`config.mk`:
```
export PLATFORM = sky130hd
export DESIGN_NAME = video_compositor
export DESIGN_NICKNAME = d
export VERILOG_FILES = /design/src/rtl/video_compositor.sv
export SDC_FILE = /design/constraint.sdc
export NUM_CORES = 1
export LEC_CHECK = 0
export BUFFER_PORTS_ARGS = -buffer_cell sky130_fd_sc_hd__buf_2
export CORE_ASPECT_RATIO = 0.9
export CORE_MARGIN = 2
export CORE_UTILIZATION = 30
export DETAILED_ROUTE_END_ITERATION = 16
export PLACE_DENSITY = 0.59
export SETUP_SLACK_MARGIN = 0.15
export SYNTH_ARGS = -nofsm -noshare
export SYNTH_HDL_FRONTEND = slang
export SYNTH_SLANG_ARGS = --single-unit
```
`constraint.sdc`:
```
create_clock -name clk -period 3.6 [get_ports clk]
set_clock_uncertainty 0.1 [all_clocks]
set_input_delay 0.36 -clock clk [delete_from_list [all_inputs] [get_ports clk]]
set_output_delay 0.36 -clock clk [all_outputs]
set_load 0.05 [all_outputs]
```
`src/rtl/video_compositor.sv`:
```
// Two-stage pixel compositor: fixed-priority layer merge over a background, with run-time
// layer masking, frame-synchronous blinking and per-frame layer-overlap flags.
module video_compositor #(
    parameter int unsigned COLOR_W    = 6,
    parameter int unsigned LAYERS     = 4,
    parameter int unsigned BLINK_LOG2 = 5
) (
    input  logic                        clk,
    input  logic                        rst_n,
    input  logic                        in_frame,
    input  logic                        hsync_in,
    input  logic                        vsync_in,
    input  logic                        frame_start,
    input  logic [COLOR_W-1:0]          background,
    input  logic [LAYERS*COLOR_W-1:0]   layer_color,
    input  logic [LAYERS-1:0]           layer_en,
    input  logic                        cfg_we,
    input  logic [LAYERS-1:0]           cfg_layer_mask,
    input  logic [LAYERS-1:0]           cfg_blink_mask,
    output logic [COLOR_W-1:0]          pix_out,
    output logic                        hsync_out,
    output logic                        vsync_out,
    output logic [LAYERS-1:0]           collision
);

    logic [LAYERS-1:0]         layer_mask;
    logic [LAYERS-1:0]         blink_mask;
    logic [BLINK_LOG2-1:0]     frame_cnt;
    logic                      blink_phase;
    logic [LAYERS-1:0]         coll_acc;

    logic [LAYERS-1:0]         eff;
    logic [LAYERS-1:0]         hit;
    logic [LAYERS-1:0]         others;

    logic [LAYERS*COLOR_W-1:0] s1_color;
    logic [LAYERS-1:0]         s1_eff;
    logic [COLOR_W-1:0]        s1_background;
    logic                      s1_in_frame;
    logic                      s1_hsync;
    logic                      s1_vsync;

    logic [COLOR_W-1:0]        pix_next;

    assign blink_phase = frame_cnt[BLINK_LOG2-1];

    always_comb begin
        eff = layer_en & layer_mask & ~(blink_mask & {LAYERS{blink_phase}})
              & {LAYERS{in_frame}};
    end

    // A layer hits when it is effective and at least one other layer is effective too.
    always_comb begin
        hit    = '0;
        others = '0;
        for (int i = 0; i < int'(LAYERS); i++) begin
            others    = eff;
            others[i] = 1'b0;
            hit[i]    = eff[i] & (|others);
        end
    end

    // Scan from lowest priority upward so layer 0 overrides everything else.
    always_comb begin
        pix_next = s1_background;
        for (int i = int'(LAYERS) - 1; i >= 0; i--) begin
            if (s1_eff[i]) begin
                pix_next = s1_color[i*COLOR_W +: COLOR_W];
            end
        end
        if (!s1_in_frame) begin
            pix_next = '0;
        end
    end

    always_ff @(posedge clk) begin
        if (!rst_n) begin
            layer_mask <= '1;
            blink_mask <= '0;
        end else if (cfg_we) begin
            layer_mask <= cfg_layer_mask;
            blink_mask <= cfg_blink_mask;
        end
    end

    always_ff @(posedge clk) begin
        if (!rst_n) begin
            frame_cnt <= '0;
            coll_acc  <= '0;
            collision <= '0;
        end else if (frame_start) begin
            frame_cnt <= frame_cnt + BLINK_LOG2'(1);
            collision <= coll_acc | hit;
            coll_acc  <= '0;
        end else begin
            coll_acc  <= coll_acc | hit;
        end
    end

    always_ff @(posedge clk) begin
        if (!rst_n) begin
            s1_color      <= '0;
            s1_eff        <= '0;
            s1_background <= '0;
            s1_in_frame   <= 1'b0;
            s1_hsync      <= 1'b0;
            s1_vsync      <= 1'b0;
        end else begin
            s1_color      <= layer_color;
            s1_eff        <= eff;
            s1_background <= background;
            s1_in_frame   <= in_frame;
            s1_hsync      <= hsync_in;
            s1_vsync      <= vsync_in;
        end
    end

    always_ff @(posedge clk) begin
        if (!rst_n) begin
            pix_out   <= '0;
            hsync_out <= 1'b0;
            vsync_out <= 1'b0;
        end else begin
            pix_out   <= pix_next;
            hsync_out <= s1_hsync;
            vsync_out <= s1_vsync;
        end
    end

endmodule

```
== Word-level counts from Yosys, hierarchy flattened ==
Index checks and enable logic that the tools add are counted.
Storage, ports and cells
  input port bits: 49
  logic and storage cells: 36
  register bits after elaboration: 66
Cells by class
  muxes and demuxes: 4
  reductions and logical operators: 6
  $add $sub $neg: 1
  bitwise operators: 11
Operators with widths (count)
  $mux 6: 4
  $and 4x4->4: 4
  $reduce_or 3->1: 4
  $add 5x1->5 const B: 1
  $and 1x1->1: 4
  $not 4->4: 1
  $or 4x4->4: 1
  $reduce_and 2->1: 1
  $reduce_or 2->1: 1
  $not 1->1: 1

== Longest topological paths before layout ==
  depth in word-level cells: 7
  depth in mapped cells: 5
  gate-level depth less buffers: 4

== Worst setup path before layout ==
No wires, ideal clock.
  kind: flip-flop to flip-flop
  start point: register frame_cnt[4]
  end point: register collision[2]
  clock period less this slack: 1.149 ns
  arrival time: 0.921 ns
  library setup time: 0.128 ns
  slack: 2.451 ns
  stages on the path, launching flop included: 4
  cells stage by stage: dfxtp_1 > a21oi_2 > o31ai_1 > a31oi_1
Between the ends
  cells in the longest elaborated chain, start to end: 7
Ends and longest elaborated chain
  start, declared: RTL line 28  | logic [BLINK_LOG2-1:0] frame_cnt;
  start signal, assigned: RTL line 92  | frame_cnt <= frame_cnt + BLINK_LOG2'(1);
  $and 4x4->4 (*): RTL line 48  | eff = layer_en & layer_mask & ~(blink_mask & {LAYERS{blink_phase}})
  $not 4->4 (*): RTL line 48
  $and 4x4->4 (*): RTL line 48
  $and 4x4->4 (*): RTL line 49  | & {LAYERS{in_frame}};
  $reduce_or 3->1: RTL line 59  | hit[i] = eff[i] & (|others);
  $and 1x1->1 (*): RTL line 59
  $or 4x4->4 (*): RTL line 93  | collision <= coll_acc | hit;
  end signal, assigned: RTL line 93
  end, declared: RTL line 23  | output logic [LAYERS-1:0] collision
Every way passes the cells marked *; elsewhere a longest branch is shown, timed or not.
A chain may end at the register's enable or synchronous reset.

== Final worst setup path ==
  start point: input rst_n
  end point: register pix_out[0]
Between the ends
  cells in the longest elaborated chain, start to end: 1
Ends and longest elaborated chain
  start, declared: RTL line 9  | input logic rst_n,
  $reduce_and 2->1 (no line)
  end signal, assigned: RTL line 124  | pix_out <= pix_next;
  end, declared: RTL line 20  | output logic [COLOR_W-1:0] pix_out,
No other way between the ends.

==> run metrics <==
RSZ-0062 raised after global routing=no; number of vias per cell=approximately 4.2; gr ovfl total=0; worst slew margin relative to its limit=around half; std cell rows=30; Antenna Nets Post-Route=0; leakage power=between 1 and 1.5 nW; maximum number of pins on one net before global-route repair=between 50 and 60; total of endpoints with negative setup slack in the final report=0; number of warnings issued by yosys=0; class of the most critical setup path=in -> reg; count of hold-fix buffers inserted at cts=0; FFs w/ async S/R, synth=0%; routability congestion estimate from global placement=0.655; Clock transition at path regs=roughly 0.07 ns; CP max-delay cell=sky130_fd_sc_hd__buf_2; effective utilization at floorplan=30.8%; core area=around 0.0075 mm2; status=completed; power share of the clock group=between 30 and 40%; post-layout util=a little under two fifths; iteration count of the initial detailed-routing pass=3; portion of the clock cycle consumed by the worst path in the final layout=between 40% and 50%; initial antenna violation count=0; proportion of netlist area held by the largest area contributor=a little under three fifths; flops & latches, synth=between 60 and 70; first-pass GRT wire length=about 7000 um; peak fanout along the critical path=58; vias in the first global route=approximately 1,500; dominant cell type by area after synthesis=sky130_fd_sc_hd__dfxtp_1; x dimension of the die=slightly below 100 um; Worst Path Required=about 3.7 ns; area of the die=between 0.008 and 0.009 mm2; via count=1,609; average instance area after synthesis=about 11 um2; HPWL Detailed=3040 um; fraction of the yosys area taken by sequential cells=between 50% and 60%; number of max-slew violations in the final report=0; wire length per cell=about 11 um; Residual DRC=0; startpoint type of the worst setup path=input pin; post-CTS sizing=0; total negative slack=0 ns; number of levels the H-tree was split into=3; overall die height=87.3 um; worst endpoint data arrival time=roughly 1.6 ns; Post-Synthesis Cells=219; layout overhead on the synthesized area=23.8%; root buf cell=sky130_fd_sc_hd__clkbuf_8; post-route minimum period=around 1.5 ns; post-synthesis instance area=0.00231 mm2; Slew @ Worst Pin=0.752 ns; fraction of final layout cells with drive strength greater than 1=30.0%; switching fraction of total power=23.6%; internal power=approximately 1.1 mW; peak supply drop=about 160 uV; total routing resource utilization after global routing=a little under an eighth; Unique masters post-synth=23; clock latency of the later-clocked register in the worst-skew pair=0.34 ns; ranking of synthesized cells by area=sky130_fd_sc_hd__dfxtp_1 57%, sky130_fd_sc_hd__and2_1 11%, sky130_fd_sc_hd__mux2i_1 6.5%; max-cap violations=0; Post-synth top flop=sky130_fd_sc_hd__dfxtp_1; total nets after synthesis=between 200 and 300; sequential share of power=52.6%; synth cell count leaders=66 x sky130_fd_sc_hd__dfxtp_1, 42 x sky130_fd_sc_hd__and2_1, 15 x sky130_fd_sc_hd__mux2i_1, 12 x sky130_fd_sc_hd__nand2_1; net count reported at finish=~330; number of enable-type register cells in the synthesized netlist=0; Critical Path, Cell by Cell=buf_2, nand2_1, a221oi_2; maximum cell stage delay along the critical path=between 0.5 and 0.6 ns; clock buffer count from CTS=9; CTS Sinks=66; final hold viol count=0; Boundary Pins=slightly above 60; Iter 0 DRT Violations=44; Worst setup EP type=flip-flop; dominant cell by count in the synthesized netlist=sky130_fd_sc_hd__dfxtp_1; post-layout power=approximately 1.5 mW; worst hold-check path type=in -> reg; FMAX=between 0.6 and 0.7 GHz; quantity of I/O buffers inserted on ports=60; maximum buffer depth of the clock tree=2; Detailed Route WL=approximately 4300 um; post-CTS setup repair buffer count=0; switching component of the power=about 0.35 mW; # diodes=0; fraction of power consumed by combinational cells=8.3%; clock tree from TritonCTS=yes; pwr dens=520 mW/mm2
## cells by family (layout without fill, tap and decap cells)
family,after synthesis,count (layout),share of synthesized area [%]
simple gates,73,73,18.3
flops,66,66,57.1
compound gates,38,38,12.1
buf+inv,22,86,4.00
mux,15,15,6.49
xor+xnor,4,4,1.51
fa+ha+maj,1,1,0.540
## routing by layer
layer  wire (um)  vias up  track usage, %
met3         332        5            5.63
met5           0        -               0
met4          67        0            4.61
li1            -      841               -
met2        1970       40            17.7
met1        1930      723            13.1
## state kept, by name, indices dropped and copies added (netlist names)
signal	count
s1_in_frame	1
s1_background	6
layer_mask	4
vsync_out	1
frame_cnt	5
coll_acc	4
blink_mask	4
s1_hsync	1
pix_out	6
collision	4
s1_color	24
hsync_out	1
s1_eff	4
s1_vsync	1
## critical path, delay by kind of cell
family	cells	cell delay (ns)
simple gates	1	0.39
compound gates	1	0.27
buf+inv	1	0.57
## power groups by stage
stage / logic (mW) / clock network (mW) / registers [mW]
6_report: 0.124 / 0.583 / 0.785
5_1_grt: 0.140 / 0.640 / 0.789
4_1_cts: 0.128 / 0.607 / 0.785
3_5_place_dp: 0.127 / 0 / 0.801
3_3_place_gp: 0.125 / 0 / 0.801
2_1_floorplan: 0.0694 / 0 / 0.812
## stage by stage
step	instances	instance area [um2]	worst slack, ns	hold WS [ns]
after global routing	379	2870	1.89	0.107
final	379	2870	2.12	0.128
after detailed placement	363	2680	1.72	0.325
after CTS	379	2870	2.08	0.113
after floorplan	219	2310	2.45	0.312
after global placement	363	2680	1.81	0.318
## cell usage in the layout, fill, tap and decap left out, types with 5 or more instances in the layout
| cell | instances |
|---|---|
| sky130_fd_sc_hd__a21oi_1 | 10 |
| sky130_fd_sc_hd__a221oi_2 | 6 |
| sky130_fd_sc_hd__and2_1 | 42 |
| sky130_fd_sc_hd__buf_2 | 60 |
| sky130_fd_sc_hd__clkbuf_8 | 9 |
| sky130_fd_sc_hd__dfxtp_1 | 66 |
| sky130_fd_sc_hd__inv_1 | 10 |
| sky130_fd_sc_hd__mux2i_1 | 15 |
| sky130_fd_sc_hd__nand2_1 | 12 |
| sky130_fd_sc_hd__nand2b_1 | 7 |
| sky130_fd_sc_hd__nor2b_1 | 5 |
| sky130_fd_sc_hd__o21ai_1 | 6 |
## path summary, 6_finish.rpt
check	to	cells after the start	slack [ns]	startpoint
setup / recovery	pix_out[0]	3	2.12	rst_n
hold / removal	s1_background[0]	2	0.13	background[0]
setup reg to reg	collision[0]	3	2.26	frame_cnt[4]
hold reg to reg	hsync_out	1	0.33	s1_hsync
## cell type report
cell class	instances	area, um2
clock buffers	11	131
inverters	10	37.5
well taps	96	120
clock inverters	5	55.1
flip-flops and latches	66	1320
repair buffers	60	300
multi-input cells	131	901
fillers	768	4640
Power figures use the tool's default switching activity.
